File: config.mk
export PLATFORM = sky130hd
export DESIGN_NAME = seq_addsub_cc
export DESIGN_NICKNAME = d
export VERILOG_FILES = /design/src/rtl/seq_addsub_cc.sv
export SDC_FILE = /design/constraint.sdc
export NUM_CORES = 1
export LEC_CHECK = 0
export CAP_MARGIN = 25
export CORE_MARGIN = 5
export CORE_UTILIZATION = 48
export CTS_BUF_LIST = sky130_fd_sc_hd__clkbuf_16
export DETAILED_ROUTE_END_ITERATION = 16
export PLACE_DENSITY = 0.82
export SYNTH_ARGS = -nofsm -noshare
export SYNTH_HDL_FRONTEND = slang
export SYNTH_SLANG_ARGS = --single-unit
File: constraint.sdc
create_clock -name clk -period 6.8 [get_ports clk]
set_input_delay 2.04 -clock clk [delete_from_list [all_inputs] [get_ports clk]]
set_output_delay 2.04 -clock clk [all_outputs]
set_load 0.02 [all_outputs]
File: src/rtl/seq_addsub_cc.sv
// Word-serial multi-precision adder/subtractor: one W-bit chunk per accepted
// cycle, least-significant first, with the inter-chunk carry kept in a register.
module seq_addsub_cc #(
  parameter int W = 32,
  parameter int CC = 32,
  localparam int IW = $clog2(CC)
) (
  input  logic          clk,
  input  logic          rst,
  input  logic          in_valid,
  input  logic          flush,
  input  logic          sub,
  input  logic [W-1:0]  a,
  input  logic [W-1:0]  b,
  output logic [W-1:0]  c,
  output logic          out_valid,
  output logic          out_first,
  output logic          out_last,
  output logic          carry_out,
  output logic          overflow,
  output logic          busy,
  output logic [IW-1:0] chunk_idx
);

  // Handshake: a chunk is taken on a rising edge when in_valid=1 and flush=0.
  // There is no backpressure; in_valid may stay low for any number of cycles.
  // Each accepted chunk yields exactly one out_valid=1 cycle, one cycle later.

  typedef enum logic {IDLE, RUN} state_t;

  state_t        state;
  state_t        state_next;
  logic [IW-1:0] idx_next;

  logic          carry_reg;
  logic          mode_reg;

  logic          accept;
  logic          is_first;
  logic          is_last;
  logic          mode_eff;
  logic          carry_in;
  logic [W-1:0]  b_eff;
  logic [W:0]    sum;
  logic          msb_carry_in;
  logic          ovf;

  assign accept   = in_valid & ~flush;
  assign is_first = (state == IDLE);
  assign is_last  = (chunk_idx == IW'(CC - 1));

  // Chunk 0 takes mode and carry-in straight from sub; later chunks use the registers.
  assign mode_eff = is_first ? sub : mode_reg;
  assign carry_in = is_first ? sub : carry_reg;
  assign b_eff    = mode_eff ? ~b : b;
  assign sum      = {1'b0, a} + {1'b0, b_eff} + {{W{1'b0}}, carry_in};

  // Carry into the top bit recovered from the sum bit; reduces to carry_in when W=1.
  assign msb_carry_in = sum[W-1] ^ a[W-1] ^ b_eff[W-1];
  assign ovf          = msb_carry_in ^ sum[W];

  assign busy = (state == RUN);

  always_comb begin
    state_next = state;
    idx_next   = chunk_idx;
    if (flush) begin
      state_next = IDLE;
      idx_next   = '0;
    end else if (in_valid) begin
      if (is_last) begin
        state_next = IDLE;
        idx_next   = '0;
      end else begin
        state_next = RUN;
        idx_next   = chunk_idx + IW'(1);
      end
    end
  end

  always_ff @(posedge clk) begin
    if (rst) begin
      state     <= IDLE;
      chunk_idx <= '0;
      carry_reg <= 1'b0;
      mode_reg  <= 1'b0;
      c         <= '0;
      out_valid <= 1'b0;
      out_first <= 1'b0;
      out_last  <= 1'b0;
      carry_out <= 1'b0;
      overflow  <= 1'b0;
    end else begin
      state     <= state_next;
      chunk_idx <= idx_next;
      out_valid <= accept;
      out_first <= accept & is_first;
      out_last  <= accept & is_last;
      if (accept) begin
        c         <= sum[W-1:0];
        carry_reg <= sum[W];
        if (is_first) begin
          mode_reg <= sub;
        end
        if (is_last) begin
          carry_out <= sum[W];
          overflow  <= ovf;
        end
      end
    end
  end

endmodule

## Word level (Yosys, flattened, before mapping)

Index checks and enable logic that the tools add are counted.

- Register bits: 45
- Bits of input ports: 69
- Output and inout port bits: 43
- Word-level logic and storage cells: 30

- Add/sub/neg operators: 3
- Equal/unequal tests: 1
- Multiplexer cells: 5
- Bitwise operators: 9
- Reductions and logical operators: 2

Operators by type and width:

| cell | number |
|---|---|
| $add 32x32->33 | 1 |
| $add 33x1->33 | 1 |
| $mux 32 | 1 |
| $not 32->32 | 1 |
| $add 5x1->5 const B | 1 |
| $eq 5x5->1 const B | 1 |
| $mux 5 | 1 |
| $and 1x1->1 | 3 |
| $mux 1 | 3 |
| $xor 1x1->1 | 3 |
| $not 1->1 | 2 |
| $reduce_and 2->1 | 1 |
| $reduce_or 2->1 | 1 |

## Logic depth before layout (Yosys ltp)

Gate-level depths: netlist of run 1.

- Depth in word-level cells: 7
- Gate-level depth with buffers: 14

## Least setup slack after synthesis of run 1

No wires, ideal clock.

- Kind: input port to flip-flop
- From: input port sub
- To: register overflow
- Setup time: 62 ps
- Arrival: 5755 ps
- Path slack: 983 ps
- Stages on the path: 14
- Buffers on the path: 1
- Path through: mux2i_1 > clkbuf_1 > xnor2_1 > fa_1 > fa_1 > a21o_1 > a221oi_2 > o211ai_2 > a2111oi_4 > nor3_2 > o21ai_4 > xnor2_1 > or4_1 > nand3_1

- Cells in the longest elaborated chain, start to end: 7
- Elaborated cells on any way between the ends: 8
- Classes of those cells: 2 x add/sub; 3 x mux; 3 x bitwise

RTL lines:

| item | RTL line | RTL |
|---|---|---|
| start: declaration | 12 | `input logic sub,` |
| $mux 1 | -- |  |
| $mux 32 | 55 | `assign b_eff = mode_eff ? ~b : b;` |
| $add 32x32->33 | 56 | `assign sum = {1'b0, a} + {1'b0, b_eff} + {{W{1'b0}}, carry_in};` |
| $add 33x1->33 | 56 |  |
| $xor 1x1->1 (2 in series) | 59 | `assign msb_carry_in = sum[W-1] ^ a[W-1] ^ b_eff[W-1];` |
| $xor 1x1->1 (*) | 60 | `assign ovf = msb_carry_in ^ sum[W];` |
| end signal: assignment | 107 | `overflow <= ovf;` |
| end: declaration | 20 | `output logic overflow,` |

Every way passes the cells marked *; elsewhere a longest branch is shown, timed or not.
A chain may end at the register's enable or synchronous reset.

## Final worst setup path of run 1

- From: input port sub
- To: register c[29]

- Cells in the longest elaborated chain, start to end: 4
- Elaborated cells on any way between the ends: 5
- Classes of those cells: 2 x add/sub; 3 x mux

RTL lines:

| item | RTL line | RTL |
|---|---|---|
| $mux 1 | -- |  |
| $mux 32 | 55 |  |
| $add 32x32->33 | 56 |  |
| $add 33x1->33 (*) | 56 |  |
| end signal: assignment | 100 | `c <= sum[W-1:0];` |
| end: declaration | 15 | `output logic [W-1:0] c,` |

Marked as above.

==> impl_results.md, run 1 <==
- Outcome: complete, no violations
- Cell-internal power: 0.682 mW
- Initial core utilization: between 40 and 50%
- Cell area power density: about 220 mW/mm^2
- Pre-CTS setup slack: 890 ps
- Placed Instance Area: between 0.004 and 0.005 sq mm
- GRT Total Usage: between 20% and 30%
- Register area share after synthesis: around a quarter
- Number of port buffers: around 110
- Synth top area share: between 20 and 30%
- Clock power frac: roughly 26%
- CP cell instances: clkdlybuf4s50_1 -> mux2i_4 -> buf_4 -> xnor2_1 -> ha_1 -> a211oi_1 -> o211ai_1 -> a41o_1 -> a31oi_4 -> nor2_1 -> o41ai_4 -> o21ai_1 -> xor2_1 -> a22o_1
- Final setup violation count: 0
- Layout area overhead: 38.4%
- Synth Flop Type: dfxtp_1
- Die X: roughly 96 um
- DRT iter0 DRCs: ~210
- Leak: 1.89 nW
- Antenna violations before repair: 0
- Worst Hold Class: flip-flop to flip-flop
- DP HPWL: around 8100 um
- Worst path bufs/invs: 2
- # IOs: roughly 110
- Post-Route WL: 10,200 um
- Crit path arrival time: slightly below 6000 ps
- Mapped Area: around 0.0035 sq mm
- Area leader, netlist: dfxtp_1
- Resized cells post-CTS: 0
- Final net count: 644
- Switching power: 0.373 mW
- Comb power frac: between 40% and 50%
- Total number of vias: approximately 3,500
- Rows: 31
- Setup crit start kind: input port
- Final setup margin: 1110 ps
- Post-synthesis net count: 543
- Routed len/inst: around 16 um
- Cell count after synthesis: about 440
- Htree depth: 2
- EDFF count, synth: 0
- Slew Limit Headroom: approximately 52%
- Placed Cells: approximately 630
- Reg power frac: between 20% and 30%
- Total power: 1.05 mW
- Hold Vio Cnt, Final: 0
- Root Buffer: clkbuf_16
- Vias in the first global route: approximately 3,400
- WHS: around 450 ps
- Pin count of the biggest net entering global routing: 33
- Ranking of synthesized cells by area: dfxtp_1, xnor2_1, ha_1, nand2_1, a21oi_1
- Routability Congestion: between 0.8 and 0.9
- Die area: 0.00921 sq mm
- Post-synth ARST share: 0%
- Layout cells sized above 1: about 5%
- Sum of negative setup slack: 0 ps
- Regs by FF count: c: 32 flops, chunk_idx: 5 flops
- Longest Clk Path Bufs: 2
- Max-cap check violation count: 0
- CTS buffer count: 5
- Cts hold-fix bufs: 0
- Residual DRC: 0
- RSZ-0062 raised after global routing: false
- Register bank with the most flops: c
- Critical Path RT: ~7000 ps
- Switching share of power: a little over a third
- Count of state elements after synthesis: 45
- Die height: 96.0 um
- Syn avg cell area: slightly above 8 sq um
- Crit-path slowest cell: clkdlybuf4s50_1
- 1st-pass router iterations: 4
- Setup crit end kind: flip-flop
- Clock sink count: 45
- Core area: just over 0.007 sq mm
- Clock transition at the registers of the reported paths: 60 ps
- Worst skew pair latency: between 200 and 300 ps
- Total gr overflow: 0
- CP delay by family, top: compound AO/OA/AOI/OAI gates
- Post-synth cell types: 54
- CTS tree: built
- Post-CTS Repair Setup Buffers: 0
- Max-slew violations: 0
- CP Class: input port to flip-flop
- Maximum clock rate: 0.176 GHz
- Final instance area: 0.00491 sq mm
- Routed Antenna Nets: 0
- Crit path max fanout: 32
- Antenna Cells: 0
- VDD IR max: ~0.12 mV
- Syn. warnings: 0
- Worst-margin pin slew: between 700 and 800 ps
- Fin Clk Skew: around 4.6 ps
- First-pass GRT wire length: approximately 16,000 um
- Layout Utilization: 68.0%
- Via/cell ratio: about 5.5
- Slowest Stage Delay on Critical Path: approximately 460 ps
- Post-Layout Cell Count: around 640
- Fin crit share: ~84%
- Largest register FFs: 32
- Crit path time final: between 5000 and 6000 ps
==> layer usage <==
metal	routed length, um	part of all wire (%)	GRT usage [%]	vias up
met5	0	0	0	-
met3	439	4.3	2.42	18
li1	-	-	-	1754
met4	212	2.1	7.11	0
met2	5050	49	38.2	111
met1	4500	44	28.1	1625
==> worst min-delay path, stage by stage, from the launching register on <==
cell     delay (ps)
dfxtp_1         310
nand2_1          50
a21oi_1          50
==> synth_stat cells (all sizes together) (2+ instances only) <==
| master | instances |
|---|---|
| a2111oi | 2 |
| or4 | 3 |
| nand2 | 66 |
| a21o | 10 |
| xor2 | 9 |
| o21bai | 3 |
| inv | 7 |
| o211ai | 5 |
| nand2b | 5 |
| ha | 33 |
| o21ai | 20 |
| a21oi | 47 |
| nand4b | 3 |
| a211oi | 10 |
| nor3b | 2 |
| nand3b | 4 |
| mux2i | 5 |
| a31oi | 7 |
| buf | 2 |
| nor2b | 2 |
| nand3 | 10 |
| or2 | 3 |
| and3 | 7 |
| nor2 | 31 |
| dfxtp | 45 |
| fa | 2 |
| a22o | 3 |
| or4b | 2 |
| clkbuf | 19 |
| xnor2 | 51 |
| nor3 | 7 |
==> cells by family (layout without fill, tap and decap cells) <==
family,Yosys count,after routing,share of synthesized area [%]
multiplexers,6,6,1.73
adder cells (fa/ha/maj),35,35,12.8
flip-flops,45,45,25.4
buffers and inverters,28,129,3.00
XOR/XNOR,60,60,14.8
AO/OA/AOI/OAI,117,117,22.6
AND/OR/NAND/NOR,148,148,19.7
==> layout make-up <==
cell class | count | area, sq um
Inverter | 7 | 26.3
Clock inverter | 2 | 35.0
Multi-Input combinational cell | 366 | 2550
Sequential cell | 45 | 901
Clock buffer | 5 | 125
Timing Repair Buffer | 115 | 1140
Tap cell | 99 | 124
Fill cell | 624 | 2310
==> power groups by stage <==
stage	sequential (mW)	clock, mW	combinational, mW
6_report	0.300	0.271	0.484
5_1_grt	0.302	0.285	0.525
4_1_cts	0.300	0.275	0.482
3_5_place_dp	0.306	0	0.475
3_3_place_gp	0.305	0	0.469
2_1_floorplan	0.328	0	0.300
==> cell usage in the layout (no fill, tap or decap), types with 2 or more instances in the layout <==
cell type,n
a22o_1,3
nand3b_1,4
nand3_1,10
nor3_1,6
or4_1,3
clkbuf_16,5
xnor2_1,51
a21o_1,10
ha_1,33
nor2_1,31
nand2_1,66
dfxtp_1,45
buf_4,4
nor3b_1,2
inv_1,7
o21ai_0,16
o21ai_1,2
mux2i_1,4
o211ai_1,4
fa_1,2
and3_1,7
a211oi_1,10
clkdlybuf4s50_1,111
a21oi_1,47
nand2b_1,5
xor2_1,9
a31oi_1,6
nand4b_1,3
or2_2,3
o21bai_1,3
==> worst paths after layout <==
| path | start | cells past startpoint | slack, ps | end |
|---|---|---|---|---|
| max | sub | 14 | 1110 | c[29] |
| max reg2reg | busy | 13 | 2740 | c[29] |
| min reg2reg | c[0] | 2 | 450 | c[0] |
| min | c[0] | 2 | 450 | c[0] |
Note: power is estimated with default switching activity, not from simulation.
==> inputs of run 2 (changes only) <==
Settings changed: CORE_UTILIZATION 48 to 43, PLACE_DENSITY 0.82 to 0.78.
Clock period 6.8 ns to 4.8 ns, I/O delays scaled along.
==> run 2 against run 1 <==
  * Die area up 10%
  * First-iteration DRC count shrank 30%
  * Largest power group unchanged
  * Core utilization decreased by 2.3 points
  * Final area rose by 8.9%
  * Highest routed layer unchanged
  * Critical path depth did not move
==> impl_results.md, run 2 (synthesis gave the netlist of run 1 again) <==
- DRT iter0 DRCs: 150 (-30%)
- Routed Antenna Nets: 0 (unchanged)
- Fin crit share: 94.7%
- Total power: 1.60 mW (+52%)
- Fillers: 697 (+12%)
- Via/cell ratio: 5.29 (-3.6%)
- Most common cell after layout, fill and taps aside: clkdlybuf4s50_1
- Layout area overhead: 50.7%
- Layout Utilization: 65.7% (-2.3 points)
- Crit path arrival time: 4750 ps (-1110 ps)
- Max-cap check violation count: 0 (unchanged)
- Sum of negative setup slack: 0 ps (unchanged)
- Post-Route WL: 10,500 um (+3.0%)
- Routed len/inst: 15.1 um (-5.6%)
- Final net count: 696 (+8.1%)
- 1st-pass router iterations: 4 (unchanged)
- Worst-margin pin slew: 463 ps (-251 ps)
- Setup crit end kind: flip-flop
- Crit path time final: about 4500 ps
- Outcome: complete, no violations
- Root Buffer: clkbuf_16
- Pin count of the biggest net entering global routing: 41 (+24%)
- Clock sink count: 45 (unchanged)
- Leak: 2.16 nW (+14%)
- First-pass GRT wire length: 16,900 um (+4.8%)
- Crit path max fanout: 3 (-91%)
- Worst Hold Class: flip-flop to flip-flop
- Max-slew violations: 0 (unchanged)
- Total number of vias: 3,687 (+5.1%)
- Final setup violation count: 0 (unchanged)
- Number of port buffers: 111 (unchanged)
- Slew Limit Headroom: 68.8% (+17 points)
- CP Class: input port to flip-flop
- Htree depth: 2 (unchanged)
- Fin Clk Skew: 4.29 ps (-0.337 ps)
- DP HPWL: 8640 um (+6.9%)
- Cell area power density: 299 mW/mm^2 (+39%)
- Die X: 101 um (+5.1%)
- Critical Path RT: 5010 ps (-1970 ps)
- Rows: 33 (+6.5%)
- VDD IR max: 0.153 mV (+24%)
- Largest register FFs: 32 (unchanged)
- Register bank with the most flops: c
- CTS tree: built
- Layout cells sized above 1: 14.0% (+9.0 points)
- # IOs: 112 (unchanged)
- Die area: 0.0102 sq mm (+10%)
- Core area: 0.00813 sq mm (+13%)
- Longest Clk Path Bufs: 2 (unchanged)
- Die height: 101 um (+5.1%)
- Regs by FF count: c: 32 flops, chunk_idx: 5 flops
- Hold Vio Cnt, Final: 0 (unchanged)
- Total gr overflow: 0 (unchanged)
- Antenna violations before repair: 0 (unchanged)
- Most frequent cells in the layout: clkdlybuf4s50_1, nand2_1, buf_4, xnor2_1, a21oi_1
- Routability Congestion: 0.835 (-5.5%)
- Antenna Cells: 0 (unchanged)
- RSZ-0062 raised after global routing: false
- GRT Total Usage: 20.5% (-1.4 points)
- WHS: 456 ps (+2.45 ps)
- Setup crit start kind: input port
- Initial core utilization: 43.6% (-5.6 points)
- Worst skew pair latency: 280 ps (about the same)
- Vias in the first global route: 3,676 (+6.6%)
- CTS buffer count: 5 (unchanged)
- Residual DRC: 0 (unchanged)
- Clock transition at the registers of the reported paths: 60 ps (about the same)
- Maximum clock rate: 0.220 GHz
run 2: final cells by class:
type | instances | area, sq um | share of cell area [%]
clock buffer | 5 | 125 | 2.34
clock inverter | 2 | 35.0 | 0.656
inverter | 7 | 26.3 | 0.492
multi-input combinational | 366 | 2580 | 48.3
sequential | 45 | 901 | 16.9
tap | 105 | 131 | 2.46
timing repair buffer | 167 | 1540 | 28.8
run 2: per-stage QoR:
stage,instances,instance area (sq um),setup slack [ps]
6_report,697,5340,255
5_1_grt,697,5340,72.4
4_1_cts,696,5310,-2.05
3_5_place_dp,689,5140,-313
3_3_place_gp,689,5140,-254
2_1_floorplan,439,3570,45.6
run 2: worst paths after layout:
| kind | startpoint | to | slack [ps] | cells after the start |
|---|---|---|---|---|
| setup / recovery | b[0] | c[28] | 260 | 14 |
| hold / removal | c[11] | c[11] | 460 | 2 |
| setup reg to reg | busy | c[20] | 1130 | 15 |
| hold reg to reg | c[11] | c[11] | 460 | 2 |
run 2: where the power goes:
| part | switching, mW | total [mW] | internal [mW] | leakage (nW) |
|---|---|---|---|---|
| clock | 0.139 | 0.381 | 0.242 | 0.0797 |
| sequential | 0.0198 | 0.425 | 0.405 | 0.368 |
| combinational | 0.391 | 0.794 | 0.404 | 1.71 |
| total | 0.550 | 1.60 | 1.05 | 2.16 |
run 2: repair_timing:
| action | CTS | global route |
|---|---|---|
| gates resized for setup | 2 | 6 |
| endpoints found under the setup margin | 4 | 15 |
| hold endpoints to repair | 0 | 0 |
| buffers inserted | 0 | 1 |
| hold buffers | 0 | 0 |
| gates cloned | 0 | 0 |
| pin swaps | 0 | 5 |
run 2: routing by layer:
| layer | global-route usage (%) | wire, um | vias to the layer above |
|---|---|---|---|
| met3 | 2.42 | 443 | 8 |
| met2 | 36.6 | 5350 | 83 |
| met5 | 0 | 0 | - |
| met4 | 3.83 | 104 | 0 |
| li1 | - | - | 1871 |
| met1 | 26.6 | 4600 | 1725 |
run 2: critical path: stages:
cell and delay, ps:
clkdlybuf4s50_1 430, xnor2_1 160, fa_2 380, fa_1 400, a21o_1 240, a221oi_4 350
o211ai_2 170, a2111oi_4 330, nor3_2 110, nor2_1 210, buf_4 150, xnor2_1 100
nand2_1 80, a21oi_1 190
